`src/rtl/logic_analyzer_pkg.sv`:
```
// logic_analyzer_pkg
//   Shared definitions for the logic-analyzer capture/readback path.
//   LA_ADDR_W / LA_DATA_W : default BRAM address and sample widths.
//   rd_state_e            : host-reader FSM states of bram_port_arbiter.
package logic_analyzer_pkg;

  localparam int LA_ADDR_W = 18;
  localparam int LA_DATA_W = 8;

  typedef enum logic [1:0] {
    RD_IDLE  = 2'd0,
    RD_WAIT  = 2'd1,
    RD_ISSUE = 2'd2,
    RD_LATCH = 2'd3
  } rd_state_e;

endpackage

```
`src/rtl/bram_skid_reg.sv`:
```
// bram_skid_reg
//   One-entry register slice holding a capture write that could not reach
//   the BRAM port in its own cycle.
//   clk, reset       : clock, synchronous active-high reset (drops the entry)
//   i_load           : capture i_we/i_addr/i_data, mark valid (wins over drain)
//   i_drain          : entry was written to BRAM this cycle, mark empty
//   o_valid/o_we/o_addr/o_data : held entry
module bram_skid_reg #(
  parameter int ADDR_W = 18,
  parameter int DATA_W = 8
) (
  input  logic              clk,
  input  logic              reset,
  input  logic              i_load,
  input  logic              i_drain,
  input  logic              i_we,
  input  logic [ADDR_W-1:0] i_addr,
  input  logic [DATA_W-1:0] i_data,
  output logic              o_valid,
  output logic              o_we,
  output logic [ADDR_W-1:0] o_addr,
  output logic [DATA_W-1:0] o_data
);

  logic              r_valid;
  logic              r_we;
  logic [ADDR_W-1:0] r_addr;
  logic [DATA_W-1:0] r_data;

  // A load in the same cycle as a drain is a refill: the old entry leaves
  // on the BRAM port while the new write takes its place.
  always_ff @(posedge clk) begin
    if (reset) begin
      r_valid <= 1'b0;
      r_we    <= 1'b0;
      r_addr  <= '0;
      r_data  <= '0;
    end else if (i_load) begin
      r_valid <= 1'b1;
      r_we    <= i_we;
      r_addr  <= i_addr;
      r_data  <= i_data;
    end else if (i_drain) begin
      r_valid <= 1'b0;
    end
  end

  assign o_valid = r_valid;
  assign o_we    = r_we;
  assign o_addr  = r_addr;
  assign o_data  = r_data;

endmodule

```
`src/rtl/bram_port_arbiter.sv`:
```
// bram_port_arbiter
//   Shares one BRAM port between the capture engine (priority, zero-latency
//   pass-through) and a host single-sample reader (IDLE/WAIT/ISSUE/LATCH).
//   Optional starvation guard: define BRAM_ARB_STARVE_GUARD_EN. The reader is
//   then forced onto the port after STARVE_LIMIT blocked cycles and the
//   displaced capture write is parked in a one-entry skid (bram_skid_reg).
//   Ports:
//     clk, reset                         : clock, sync active-high reset
//     cap_en/cap_we/cap_addr/cap_data    : capture write request
//     rd_req/rd_base/rd_addr             : host read, phys = base + addr (wraps)
//     rd_ack/rd_data/rd_busy             : read completion pulse, data, busy
//     bram_en/bram_we/bram_addr/bram_din : shared BRAM port
//     bram_dout                          : BRAM read data (1-cycle latency)
//     cap_overflow                       : sticky lost-capture-write flag
module bram_port_arbiter
  import logic_analyzer_pkg::*;
#(
  parameter int ADDR_W       = LA_ADDR_W,
  parameter int DATA_W       = LA_DATA_W,
  parameter int STARVE_LIMIT = 16
) (
  input  logic              clk,
  input  logic              reset,
  input  logic              cap_en,
  input  logic              cap_we,
  input  logic [ADDR_W-1:0] cap_addr,
  input  logic [DATA_W-1:0] cap_data,
  input  logic              rd_req,
  input  logic [ADDR_W-1:0] rd_base,
  input  logic [ADDR_W-1:0] rd_addr,
  output logic              rd_ack,
  output logic [DATA_W-1:0] rd_data,
  output logic              rd_busy,
  output logic              bram_en,
  output logic              bram_we,
  output logic [ADDR_W-1:0] bram_addr,
  output logic [DATA_W-1:0] bram_din,
  input  logic [DATA_W-1:0] bram_dout,
  output logic              cap_overflow
);

  rd_state_e         r_state, w_state_nxt;
  logic              r_rd_ack;
  logic              r_rd_busy;
  logic [DATA_W-1:0] r_rd_data;
  logic [ADDR_W-1:0] r_phys;

  logic w_accept;
  logic w_port_busy;
  logic w_rd_issue;   // reader owns the BRAM port this cycle
  logic w_wait_go;    // WAIT may advance to ISSUE

  // Busy stays set through the ack cycle, so a request there is ignored too.
  assign w_accept = (r_state == RD_IDLE) && rd_req && !r_rd_busy;

`ifdef BRAM_ARB_STARVE_GUARD_EN
  localparam int CNT_W = (STARVE_LIMIT > 1) ? $clog2(STARVE_LIMIT) : 1;

  logic [CNT_W-1:0]  r_starve_cnt;
  logic              r_force;
  logic              r_overflow;
  logic              w_skid_valid;
  logic              w_skid_we;
  logic [ADDR_W-1:0] w_skid_addr;
  logic [DATA_W-1:0] w_skid_data;
  logic              w_skid_load;
  logic              w_skid_drain;
  logic              w_cap_drop;
  logic              w_starved;

  assign w_port_busy  = cap_en | w_skid_valid;
  assign w_starved    = (r_starve_cnt == CNT_W'(STARVE_LIMIT - 1));
  assign w_wait_go    = !w_port_busy || w_starved;
  assign w_rd_issue   = (r_state == RD_ISSUE) && (!w_port_busy || r_force);
  assign w_skid_drain = w_skid_valid && !w_rd_issue;
  // Park the capture write when the reader took the port (empty skid only),
  // or refill behind a draining entry so older data reaches BRAM first.
  assign w_skid_load  = cap_en && (w_rd_issue ? !w_skid_valid : w_skid_valid);
  assign w_cap_drop   = cap_en && w_rd_issue && w_skid_valid;

  bram_skid_reg #(
    .ADDR_W (ADDR_W),
    .DATA_W (DATA_W)
  ) u_skid (
    .clk     (clk),
    .reset   (reset),
    .i_load  (w_skid_load),
    .i_drain (w_skid_drain),
    .i_we    (cap_we),
    .i_addr  (cap_addr),
    .i_data  (cap_data),
    .o_valid (w_skid_valid),
    .o_we    (w_skid_we),
    .o_addr  (w_skid_addr),
    .o_data  (w_skid_data)
  );

  // Counts reader cycles lost to capture traffic, in WAIT and while ISSUE
  // yields; at the limit r_force makes the next ISSUE cycle unconditional.
  always_ff @(posedge clk) begin
    if (reset) begin
      r_starve_cnt <= '0;
      r_force      <= 1'b0;
      r_overflow   <= 1'b0;
    end else begin
      if (w_cap_drop)
        r_overflow <= 1'b1;
      if (w_rd_issue) begin
        r_starve_cnt <= '0;
        r_force      <= 1'b0;
      end else if ((r_state == RD_WAIT || r_state == RD_ISSUE) &&
                   w_port_busy && !r_force) begin
        if (w_starved) begin
          r_force      <= 1'b1;
          r_starve_cnt <= '0;
        end else begin
          r_starve_cnt <= r_starve_cnt + 1'b1;
        end
      end
    end
  end

  assign cap_overflow = r_overflow;
`else
  assign w_port_busy  = cap_en;
  assign w_wait_go    = !w_port_busy;
  // A capture write landing in the ISSUE cycle still wins; the read retries.
  assign w_rd_issue   = (r_state == RD_ISSUE) && !w_port_busy;
  assign cap_overflow = 1'b0;
`endif

  always_ff @(posedge clk) begin
    if (reset) r_state <= RD_IDLE;
    else       r_state <= w_state_nxt;
  end

  always_comb begin
    w_state_nxt = r_state;
    case (r_state)
      RD_IDLE:  if (w_accept)   w_state_nxt = RD_WAIT;
      RD_WAIT:  if (w_wait_go)  w_state_nxt = RD_ISSUE;
      RD_ISSUE: if (w_rd_issue) w_state_nxt = RD_LATCH;
      RD_LATCH: w_state_nxt = RD_IDLE;
      default:  w_state_nxt = RD_IDLE;
    endcase
  end

  always_ff @(posedge clk) begin
    if (reset) begin
      r_rd_ack  <= 1'b0;
      r_rd_busy <= 1'b0;
      r_rd_data <= '0;
      r_phys    <= '0;
    end else begin
      r_rd_ack <= (r_state == RD_LATCH);
      if (r_state == RD_LATCH)
        r_rd_data <= bram_dout;
      if (w_accept) begin
        r_phys    <= rd_base + rd_addr;   // carry out dropped: ring wrap
        r_rd_busy <= 1'b1;
      end else if (r_rd_ack) begin
        r_rd_busy <= 1'b0;
      end
    end
  end

  assign rd_ack  = r_rd_ack;
  assign rd_data = r_rd_data;
  assign rd_busy = r_rd_busy;

  // Port mux: reader issue, then skid drain, then live capture write.
  always_comb begin
    bram_en   = 1'b0;
    bram_we   = 1'b0;
    bram_addr = '0;
    bram_din  = '0;
    if (!reset) begin
      if (w_rd_issue) begin
        bram_en   = 1'b1;
        bram_addr = r_phys;
      end
`ifdef BRAM_ARB_STARVE_GUARD_EN
      else if (w_skid_valid) begin
        bram_en   = 1'b1;
        bram_we   = w_skid_we;
        bram_addr = w_skid_addr;
        bram_din  = w_skid_data;
      end
`endif
      else if (cap_en) begin
        bram_en   = 1'b1;
        bram_we   = cap_we;
        bram_addr = cap_addr;
        bram_din  = cap_data;
      end
    end
  end

endmodule

```
`config.mk`:
```
export PLATFORM = sky130hd
export DESIGN_NAME = bram_port_arbiter
export DESIGN_NICKNAME = d
export VERILOG_FILES = /design/src/rtl/logic_analyzer_pkg.sv /design/src/rtl/bram_skid_reg.sv /design/src/rtl/bram_port_arbiter.sv
export SDC_FILE = /design/constraint.sdc
export NUM_CORES = 1
export LEC_CHECK = 0
export ABC_AREA = 1
export CORE_ASPECT_RATIO = 1.2
export CORE_MARGIN = 2
export CORE_UTILIZATION = 46
export DETAILED_ROUTE_END_ITERATION = 10
export GPL_TIMING_DRIVEN = 0
export HOLD_SLACK_MARGIN = 0.05
export PLACE_DENSITY = 0.95
export SYNTH_ARGS = -nofsm -noshare
export SYNTH_HDL_FRONTEND = slang
export SYNTH_SLANG_ARGS = --single-unit
```
`constraint.sdc`:
```
create_clock -name clk -period 3.6 [get_ports clk]
set_input_delay 0.72 -clock clk [delete_from_list [all_inputs] [get_ports clk]]
set_output_delay 0.72 -clock clk [all_outputs]
set_load 0.01 [all_outputs]
```
# [Yosys cells after proc, flatten, opt, wreduce, memory -nomap -nowiden]
# Cells that the tools add are included.
[op_classes] addsub=1 eq_ne=6 mux=18 reduce_logical=8
[op_table] operator="$mux W18" count=3
[op_table] operator="$mux W8" count=3
[op_table] operator="$add A18 B18 Y18" count=1
[op_table] operator="$mux W1" count=8
[op_table] operator="$pmux W2 S4" count=1
[op_table] operator="$mux W2" count=3
[op_table] operator="$ne A2 B2 Y1 const B" count=3
[op_table] operator="$eq A2 B2 Y1 const B" count=2
[op_table] operator="$logic_and A1 B1 Y1" count=3
[op_table] operator="$reduce_and A3 Y1" count=1
[op_table] operator="$eq A2 B1 Y1 const B" count=1
[op_table] operator="$logic_not A1 Y1" count=2
[op_table] operator="$logic_not A2 Y1" count=1
[op_table] operator="$reduce_bool A2 Y1" count=1
[totals] register_bits=30 in_bits=75

# [Longest topological paths before layout]
[logic_depth] depth_word=5 ltp_mapped=14 depth_no_buf=14

# [Worst setup path before layout]
# No wires, ideal clock.
[synth_path] path_type="input to output" from="in cap_en" to="out bram_addr[10]" arrival_time_ps=1459 t_required_ps=2880 path_slack_ps=1421 cell_stages=4 path_buffers=2 cell_sequence="buf_2 clkbuf_1 nand2_1 a21oi_1"
[synth_via] elab_chain_len=4
[synth_rtl] element="from (decl)" line="bram_port_arbiter.sv:24" text="input logic cap_en,"
[synth_rtl] element="$logic_not A1 Y1" line="bram_port_arbiter.sv:128" text="assign w_rd_issue = (r_state == RD_ISSUE) && !w_port_busy;"
[synth_rtl] element="$logic_and A1 B1 Y1" line="bram_port_arbiter.sv:128"
[synth_rtl] element="$mux W18 *" line="bram_port_arbiter.sv:178" text="if (w_rd_issue) begin"
[synth_rtl] element="$mux W18 *" line="bram_port_arbiter.sv:177" text="if (!reset) begin"
[synth_rtl] element="to (decl)" line="bram_port_arbiter.sv:36" text="output logic [ADDR_W-1:0] bram_addr,"
# Mark *: on every way between the ends. The rest lies on a longest branch, timed or not.

# [Final worst setup path]
[layout_path] from="in cap_en" to="out bram_addr[9]"
# Same word-level chain as after synthesis.

==> flow_summary_export.csv <==
group,metric,value,unit
run_status,status,"complete, no violations",
critical_path,cp_max_fo,10,
clock_tree,cts_hold_buf,0,
synthesis,synth_nets,521,
timing,fin_crit,3.41,ns
final_layout,final_net_count,639,
synthesis,syn_inst,424,
critical_path,start_kind,"input port",
timing,fin_crit_sh,94.7,%
floorplanning,dieWidth,71.3,µm
critical_path,r2r_slack,1.84,ns
power,leakage,0.00180,µW
synthesis,synth_edf_count,0,
clock_tree,path_clk_slew,0.06,ns
power,peakVddDrop,0.000180,V
routing,drc,0,
critical_path,endpoint,"bram_addr[9]",
placed_design,pre_cts_slack,0.193,ns
critical_path,critical_path.startpoint,"cap_en",
worst_hold_path,hp-class,"register to register",
clock_tree,cts_setup_buffers,0,
critical_path,crit_type,"input port to output pin",
placed_design,hpwl,6020,µm
routing,via_per_inst,5.03,
routing,wirelength,7200,µm
synthesis,netlist_top_cells_count,"nand2_1, nor2_1, inv_1",
critical_path,worstRegToRegCells,8,
clock_tree,cts_sinks,30,
timing,fmax,293,MHz
critical_path,reg2reg_to,"r_phys[12]",
clock_tree,clk_latency,0.28,ns
grt,met3_usage,4.92,%
timing,setup_viol,0,
grt,grt_pass1_vias,2929,
grt,grt_max_degree,11,
grt,grt_pass1_wl,12200,µm
grt,use_met1,25.9,%
critical_path,reg2reg_from,"r_state[0]",
timing,maxSlewViolCount,0,
synthesis,synth-main-ff-cell,"dfxtp_1",
clock_tree,cts_buffer_depth,2,
floorplanning,rows,29,
synthesis,synth_most_common_cell,"nand2_1",
synthesis,ys_warn_count,0,
timing,clock-skew-final,0.00178,ns
final_layout,diodes,0,
timing,rsz0062_at_grt,"no",
routing,vias,3031,
routing,ant_nets,0,
grt,antenna_found_initial,0,
final_layout,final_core_util,71.6,%
floorplanning,dieArea,6040,µm²
synthesis,synth_largest_area_cell,"dfxtp_1",
timing,finalHoldViolations,0,
synthesis,synthArstFlopShare,0,%
synthesis,synth_area_leaders,"dfxtp_1, nand2_1, nor2_1, ha_1, inv_1",
synthesis,yosysUniqueCellTypes,28,
clock_tree,root_buffer,"clkbuf_8",
flow_run,maxCapViolCount,0,
timing,fin_ws,0.192,ns
worst_hold_path,min_path_cells,2,
routing,wl_per_cell,11.9,µm
routing,drtIter0Drc,160,
clock_tree,htreeDepth,2,
clock_tree,post_cts_resized,0,
floorplanning,initial_core_util,47.5,%
synthesis,ys_ff_latch,30,
final_layout,drive_above_1_share,4.44,%
synthesis,yosys.area.top_type_share,24.0,%
critical_path,crit_arrival,2.69,ns
floorplanning,dieHeight,84.7,µm
synthesis,avgSynthCellArea,5.89,µm²
critical_path,cp.required,2.88,ns
clock_tree,cts_tree,"done",
placed_design,portBuffers,111,
clock_tree,cts_buffers,5,
placed_design,routabilityCongestion,0.864,
floorplanning,fp.coreArea,5260,µm²
grt,track_usage,24.5,%
synthesis,syn-cell-area,2500,µm²
floorplanning,ios,114,
grt,gr-max-usage-layer,"met2",
timing,worst_hold_slack,0.493,ns
grt,met2_usage,47.4,%
critical_path,critPathCaptureType,"output pin",
grt,overflow,0,
routing,first_pass_iters,4,
power,power.total,1400,µW
timing,setup_tns,0,ns
final_layout,area_delta_synth_final,50.9,%
synthesis,seq_area_frac_synth,24.0,%
power,p_per_area,372,nW/µm²
## stage by stage
stage	area (µm²)	instances
finish	3770	603
global route	3770	603
CTS	3770	603
detailed placement	3690	597
global placement	3690	597
floorplan	2500	424
## worst max-delay path, stage by stage
cell and delay [ns]:
clkdlybuf4s50_1 0.51, buf_2 0.23, clkbuf_1 0.37, nand2_1 0.10
a21oi_1 0.19, clkdlybuf4s50_1 0.57
## state kept, by name (all words and copies together), names as in the netlist
signal and flops:
rd_data 8, rd_ack 1, rd_busy 1, r_phys 18
r_state 2
## worst min-delay path by stage
| stage | start | to | slack (ns) |
|---|---|---|---|
| global route | rd_data[3] | rd_data[3] | 0.53 |
| floorplan | r_phys[7] | r_phys[7] | 0.47 |
| detailed placement | rd_busy | rd_busy | 0.48 |
| finish | rd_busy | rd_busy | 0.49 |
| CTS | rd_busy | rd_busy | 0.49 |
| global placement | rd_busy | rd_busy | 0.47 |
## cells by family after synthesis
logic type / Yosys count / share of synthesized area [%]
fa+ha+maj: 22 / 11.3
simple gates: 233 / 38.1
flops: 30 / 24.0
compound gates: 63 / 13.4
xor+xnor: 7 / 2.45
buf+inv: 68 / 10.6
other cells: 1 / 0.150
## placed cells by master (no fill, tap or decap), types with 5 or more instances in the layout
| cell type | synthesis | routed |
|---|---|---|
| a21oi_1 | 32 | 32 |
| clkbuf_1 | 8 | 8 |
| clkbuf_8 | 0 | 6 |
| clkdlybuf4s50_1 | 0 | 111 |
| dfxtp_1 | 30 | 30 |
| ha_1 | 21 | 21 |
| inv_1 | 53 | 53 |
| nand2_1 | 121 | 121 |
| nand2_2 | 5 | 5 |
| nand3_1 | 24 | 24 |
| nor2_1 | 72 | 72 |
| o21ai_0 | 23 | 23 |
| xor2_1 | 6 | 6 |
## routing by layer
layer  wire length, µm  up-vias
met2              3850       99
met4               131        0
met1              2810     1356
li1                  -     1561
met3               411       15
met5                 0        -
## report_power, final
part | internal (µW) | switching, µW | total [µW]
logic | 299 | 357 | 656
clock network | 147 | 115 | 262
registers | 430 | 52.6 | 482
total | 875 | 525 | 1400
## cell type report
cell class              instances  area, µm²
well taps                      62       77.6
repair buffers                111       1110
fillers                       426       1490
clock buffers                   6       82.6
multi-input cells             326       1630
flip-flops and latches         30        601
plain buffers                  14       61.3
inverters                      54        203
(Power assumes the default switching activity.)
